## src/rtl/gpio.sv

```systemverilog
// Memory-mapped GPIO: OUT/IN/IEN/PEND registers behind a CE/REQ/GNT handshake,
// two-flop input synchronizer, sticky rising-edge pending bits and a level IRQ.
//
// state | meaning
// IDLE  | waiting for CE & REQ; an access commits on the edge leaving IDLE
// ACK   | grant cycle; read data presented, new requests ignored
module gpio #(
  parameter int WIDTH = 8
) (
  input  logic             i_CLK,
  input  logic             i_RST,
  input  logic             i_CE,
  input  logic             i_REQ,
  input  logic             i_WE,
  input  logic [1:0]       i_HB,
  input  logic [31:0]      i_ADDR,
  input  logic [31:0]      i_WDATA,
  output logic [31:0]      o_RDATA,
  output logic             o_GNT,
  output logic             o_IRQ,
  input  logic [WIDTH-1:0] i_GPIO,
  output logic [WIDTH-1:0] o_GPIO
);

  typedef enum logic {S_IDLE, S_ACK} state_t;

  state_t state_q, state_d;
  logic   access;

  logic [WIDTH-1:0] out_q, ien_q, pend_q, pend_d;
  logic [WIDTH-1:0] sync1_q, sync2_q, prev_q;
  logic [WIDTH-1:0] rise, clr, wr_mask, wr_bits;
  logic [31:0]      lane_mask, rd_sel, rdata_q;
  logic             we_out, we_ien, we_pend;
  logic             unused_bits;

  always_ff @(posedge i_CLK) begin
    if (i_RST) state_q <= S_IDLE;
    else       state_q <= state_d;
  end

  always_comb begin
    state_d = state_q;
    access  = 1'b0;
    case (state_q)
      S_IDLE: begin
        if (i_CE && i_REQ) begin
          access  = 1'b1;
          state_d = S_ACK;
        end
      end
      S_ACK:   state_d = S_IDLE;
      default: state_d = S_IDLE;
    endcase
  end

  always_comb begin
    lane_mask = '1;
    case (i_HB)
      2'b00:   lane_mask = 32'h0000_00FF << {i_ADDR[1:0], 3'b000};
      2'b01:   lane_mask = i_ADDR[1] ? 32'hFFFF_0000 : 32'h0000_FFFF;
      default: lane_mask = '1;
    endcase
  end

  assign wr_mask = lane_mask[WIDTH-1:0];
  assign wr_bits = i_WDATA[WIDTH-1:0];
  assign we_out  = access && i_WE && (i_ADDR[3:2] == 2'd0);
  assign we_ien  = access && i_WE && (i_ADDR[3:2] == 2'd2);
  assign we_pend = access && i_WE && (i_ADDR[3:2] == 2'd3);

  // Set has priority over a same-cycle write-1-to-clear of the same bit.
  assign rise   = sync2_q & ~prev_q;
  assign clr    = we_pend ? (wr_bits & wr_mask) : '0;
  assign pend_d = (pend_q & ~clr) | (rise & ien_q);

  // PEND reads return the post-edge value so an edge landing on the access edge is seen.
  always_comb begin
    rd_sel = '0;
    case (i_ADDR[3:2])
      2'd0:    rd_sel[WIDTH-1:0] = out_q;
      2'd1:    rd_sel[WIDTH-1:0] = sync2_q;
      2'd2:    rd_sel[WIDTH-1:0] = ien_q;
      default: rd_sel[WIDTH-1:0] = pend_d;
    endcase
  end

  always_ff @(posedge i_CLK) begin
    if (i_RST) begin
      out_q   <= '0;
      ien_q   <= '0;
      pend_q  <= '0;
      sync1_q <= '0;
      sync2_q <= '0;
      prev_q  <= '0;
      rdata_q <= '0;
    end else begin
      sync1_q <= i_GPIO;
      sync2_q <= sync1_q;
      prev_q  <= sync2_q;
      pend_q  <= pend_d;
      if (we_out) out_q <= (out_q & ~wr_mask) | (wr_bits & wr_mask);
      if (we_ien) ien_q <= (ien_q & ~wr_mask) | (wr_bits & wr_mask);
      rdata_q <= (access && !i_WE) ? rd_sel : '0;
    end
  end

  assign o_GNT   = (state_q == S_ACK);
  assign o_RDATA = o_GNT ? rdata_q : '0;
  assign o_IRQ   = |(pend_q & ien_q);
  assign o_GPIO  = out_q;

  assign unused_bits = ^{i_ADDR[31:4], i_WDATA, lane_mask};

endmodule

```

## config.mk

```make
export PLATFORM = sky130hd
export DESIGN_NAME = gpio
export DESIGN_NICKNAME = d
export VERILOG_FILES = /design/src/rtl/gpio.sv
export SDC_FILE = /design/constraint.sdc
export NUM_CORES = 1
export LEC_CHECK = 0
export BUFFER_PORTS_ARGS = -buffer_cell sky130_fd_sc_hd__buf_2
export CORE_AREA = 2 2 77 79
export CTS_CLUSTER_SIZE = 30
export DETAILED_ROUTE_END_ITERATION = 16
export DIE_AREA = 0 0 79 81
export PLACE_DENSITY = 0.76
export SKIP_LAST_GASP = 1
export SLEW_MARGIN = 20
export SYNTH_ARGS = -nofsm -noshare
export SYNTH_HDL_FRONTEND = slang
export SYNTH_SLANG_ARGS = --single-unit
```

## constraint.sdc

```tcl
create_clock -name i_CLK -period 2 [get_ports i_CLK]
set_clock_uncertainty 0.2 [all_clocks]
set_input_delay 0 -clock i_CLK [delete_from_list [all_inputs] [get_ports i_CLK]]
set_output_delay 0 -clock i_CLK [all_outputs]
set_load 0.05 [all_outputs]
```

Word level (Yosys, flattened, before mapping)
Cells that the tools add are included.
Widths: inputs -> output; s select.

word-level totals
  register bits = 81
  output and inout bits = 42
  logic and storage cells = 48
  bits of input ports = 79

cells by class
  reduce and logical (&&, ||, !) cells = 11
  bitwise operators = 15
  shift-type cells = 1
  mux-type cells = 8
  equality and inequality tests = 4

operator list
  kind                 number
  $and 8x8->8          7
  $mux 32              1
  $not 8->8            3
  $or 8x8->8           3
  $pmux 8 s3           1
  $mux 8               2
  $pmux 8 s2           1
  $reduce_or 8->1      1
  $shl 8x5->8 const A  1
  $logic_and 1x1->1    6
  $eq 2x1->1 const B   2
  $eq 2x2->1 const B   2
  $logic_not 2->1      2
  $mux 1               2
  $not 1->1            2
  $pmux 1 s2           1
  $reduce_or 2->1      1
  $logic_not 1->1      1

Longest topological paths before layout
  word-level depth = 10
  mapped depth = 5
  gate-level depth less buffers = 4

Worst setup path before layout
Ideal clock, no wire load.

  kind = register to register
  start point = register state_q, in the netlist o_GNT
  end point = register with a tool-made name
  arrival = 1531 ps
  cell stages (with the launch flop) = 5
  setup slack = 150 ps
  setup time = 119 ps
  period minus slack after synthesis = 1850 ps
  required time = 1681 ps
  buffers on the path = 1
  cells stage by stage = dfxtp_1 nand4b_4 or4b_4 buf_6 mux2i_1

RTL lines
  element                 RTL line  source
  start, declared         27        state_t state_q, state_d;
  start signal, assigned  39        else state_q <= state_d;

Final worst setup path
  start point = register state_q, in the netlist o_GNT
  end point = register rdata_q[0]

between the ends
  longest elaborated chain between the ends = 8
  elaborated cells between the ends (all ways) = 11
  those cells by class = mux: 3; bitwise: 4; reduce/logical: 4

ends and longest elaborated chain
  element                         RTL line  source
  $mux 1 (*)                      45        case (state_q)
  $logic_and 1x1->1 (2 in a row)  70        assign we_pend = access && i_WE && (i_ADDR[3:2] == 2'd3);
  $mux 8                          74        assign clr = we_pend ? (wr_bits & wr_mask) : '0;
  $not 8->8                       75        assign pend_d = (pend_q & ~clr) | (rise & ien_q);
  $and 8x8->8                     75
  $or 8x8->8                      75
  $pmux 8 s3                      80        case (i_ADDR[3:2])
  end signal, assigned            104       rdata_q <= (access && !i_WE) ? rd_sel : '0;
  end, declared                   33        logic [31:0] lane_mask, rd_sel, rdata_q;

Mark *: on every way between the ends. The rest lies on a longest branch, timed or not.
A chain may end at the register's enable or synchronous reset.

==> flow_summary.json <==
{
  "reg2regPathDepth": 4,
  "synthesis.area_um2": 2500,
  "yosysSeqAreaShare": 0.456,
  "drive_gt1_frac": 0.233,
  "cp.required_ns": 2.02,
  "cts_root_buffer": "clkbuf_8",
  "port_buffers": 44,
  "setup_viol": 0,
  "vias": 1954,
  "switching_share": 0.264,
  "io_pins": 121,
  "seq_power_share": 0.489,
  "antenna_found_initial": 0,
  "dp_slack_ns": 0.0377,
  "die_area_um2": 6400,
  "synth_edf_count": 0,
  "yosysTopAreaCellShare": 0.456,
  "synth_area_leader_cell": "dfxtp_1",
  "cts_tree": "done",
  "startpoint_type": "flip-flop",
  "finalHoldViolCount": 0,
  "dp_hpwl_um": 3320,
  "synth.distinct_cells": 27,
  "synth-seq-cells": 57,
  "cts_setup_buffers": 0,
  "fin_crit_ns": 1.81,
  "peakVddDrop_mv": 0.555,
  "syn2layout_area_growth_pct": 24.1,
  "diodes": 0,
  "cts.sink_count": 57,
  "finalSetupTns_ns": 0,
  "yosysWarnings": 0,
  "core_um2": 5680,
  "grt_max_degree": 58,
  "async_flop_share": 0,
  "firstDrtPassIters": 4,
  "rows": 28,
  "grt_overflow": 0,
  "fill_cells": 513,
  "p_sw_mw": 0.632,
  "initial_utilization": 0.440,
  "crit_arrival_ns": 1.82,
  "power_per_cell_area_nw_per_um2": 772,
  "finalCritPeriodShare": 0.903,
  "crit_type": "flip-flop to flip-flop",
  "cts_buffers": 9,
  "wirelength_um": 5100,
  "die_h_um": 81,
  "place.gp.congestion": 0.794,
  "grt_setup_unrepaired": "false",
  "hold_depth": 5,
  "htree_levels": 3,
  "nets": 404,
  "tightest_slew_ns": 0.628,
  "globalRouteTotalUtil": 0.173,
  "synth_flop_cell": "dfxtp_1",
  "netlist_instances": 256,
  "timing.final.ws_setup_ns": 0.194,
  "fmax_ghz": 0.554,
  "routed_via_density": 4.82,
  "endpoint_kind": "flip-flop",
  "grt_pass1_wl_um": 8360,
  "drt_iter0_drc": 129,
  "hold_path_class": "input port to flip-flop",
  "drc": 0,
  "worstPathMaxFanout": 10,
  "fin_util": 0.547,
  "ant_nets": 0,
  "wl_per_cell_um": 12.6,
  "grt_pass1_vias": 1848,
  "p_clk_frac": 0.394,
  "p_int_mw": 1.76,
  "insertion_delay_ns": 0.33,
  "leakagePower_nw": 1.30,
  "yosys-top-cells-area": "dfxtp_1, nor2b_1, buf_4",
  "drv_slew": 0,
  "cts_buffer_depth": 2,
  "max_slew_margin": 0.579,
  "die-width_um": 79,
  "status": "complete, no violations",
  "drv_cap": 0,
  "hold_slack_ns": 0.0503,
  "p_comb_frac": 0.117,
  "clk_pin_slew_ns": 0.06,
  "syn_avg_cell_area_um2": 9.77
}
## layout make-up
cell class	count	area, um2	area share
repair buffers	72	485	0.157
inverters	2	7.51	0.00242
multi-input cells	183	1200	0.387
clock inverters	3	15.0	0.00484
clock buffers	13	159	0.0512
well taps	75	93.8	0.0303
flip-flops and latches	57	1140	0.368
## cell usage after synthesis (2+ instances only)
cell,count
mux2i_1,16
buf_2,2
buf_4,25
a22oi_1,4
nand2_1,17
a311oi_1,16
a211oi_1,8
nand2b_1,25
and2_2,8
o21ai_0,8
a21oi_1,8
clkbuf_1,8
inv_1,2
dfxtp_1,57
nor2b_1,40
## path summary, 6_finish.rpt
path | slack [ns] | to | from
setup / recovery | 0.19 | rdata_q[0]$_SDFF_PP0_ | o_GNT$_SDFF_PP0_
hold / removal | 0.05 | flip-flop | i_REQ
setup reg to reg | 0.19 | rdata_q[0]$_SDFF_PP0_ | o_GNT$_SDFF_PP0_
hold reg to reg | 0.23 | sync2_q[5]$_SDFF_PP0_ | sync1_q[5]$_SDFF_PP0_
## layout by cell type, fill, tap and decap left out
cell           synthesis  routed
nand2_1               17      17
a21oi_4                1       1
buf_2                  2      44
nor3_2                 0       1
o21ai_0                8       8
buf_4                 25       6
nor4_4                 1       1
nand3b_1               1       1
nand4_1                1       1
or4b_4                 1       1
clkbuf_1               8       2
clkinv_2               0       3
and2_2                 8       8
a22oi_1                4       4
dlygate4sd3_1          0      22
nand4b_4               1       1
a311oi_1              16      16
conb_1                 1      24
nor2b_1               40      40
or3_1                  1       1
a211oi_1               8       8
a21oi_1                8       8
nor2_1                 1       1
clkbuf_8               0      11
nand2b_1              25      25
mux2i_1               16      16
dfxtp_1               57      57
inv_1                  2       2
## critical path, stage by stage (launching register included)
cell	delay, ns
dfxtp_1	0.32
buf_4	0.16
nand3b_1	0.17
or3_1	0.48
a311oi_1	0.35
## metrics by stage
step,instance area (um2),instances,power [mW]
after global placement,2700,367,1.44
after detailed placement,2700,367,1.44
after CTS,3100,405,2.42
after floorplan,2590,279,1.42
after global routing,3100,405,2.50
final,3100,405,2.39
## power groups by stage
stage          registers, mW  logic (mW)  clock network (mW)
4_1_cts                 1.17       0.279               0.972
2_1_floorplan           1.20       0.222                   0
3_3_place_gp            1.20       0.242                   0
6_report                1.17       0.280               0.943
5_1_grt                 1.17       0.301                1.03
3_5_place_dp            1.20       0.246                   0
## cell families (layout without fill, tap and decap cells)
| logic type | after synthesis | after routing | synth area share |
|---|---|---|---|
| flip-flops | 57 | 57 | 0.456 |
| buffers and inverters | 39 | 90 | 0.100 |
| multiplexers | 16 | 16 | 0.0641 |
| other | 1 | 24 | 0.00150 |
| AND/OR/NAND/NOR | 98 | 98 | 0.247 |
| AO/OA/AOI/OAI | 45 | 45 | 0.131 |
## routing by layer
layer  up-vias  share of wire  track usage
met5         -              0            0
met4         0          0.031        0.100
met3        17          0.069       0.0622
met2        78           0.44        0.259
met1       890           0.46        0.215
li1        969              -            -
## what timing repair did
action	in CTS	in global routing
hold endpoints to repair	40	0
gates resized for setup	0	1
hold buffers	22	0
endpoints found under the setup margin	0	8
No activity file was read; power rests on OpenSTA's default activity.
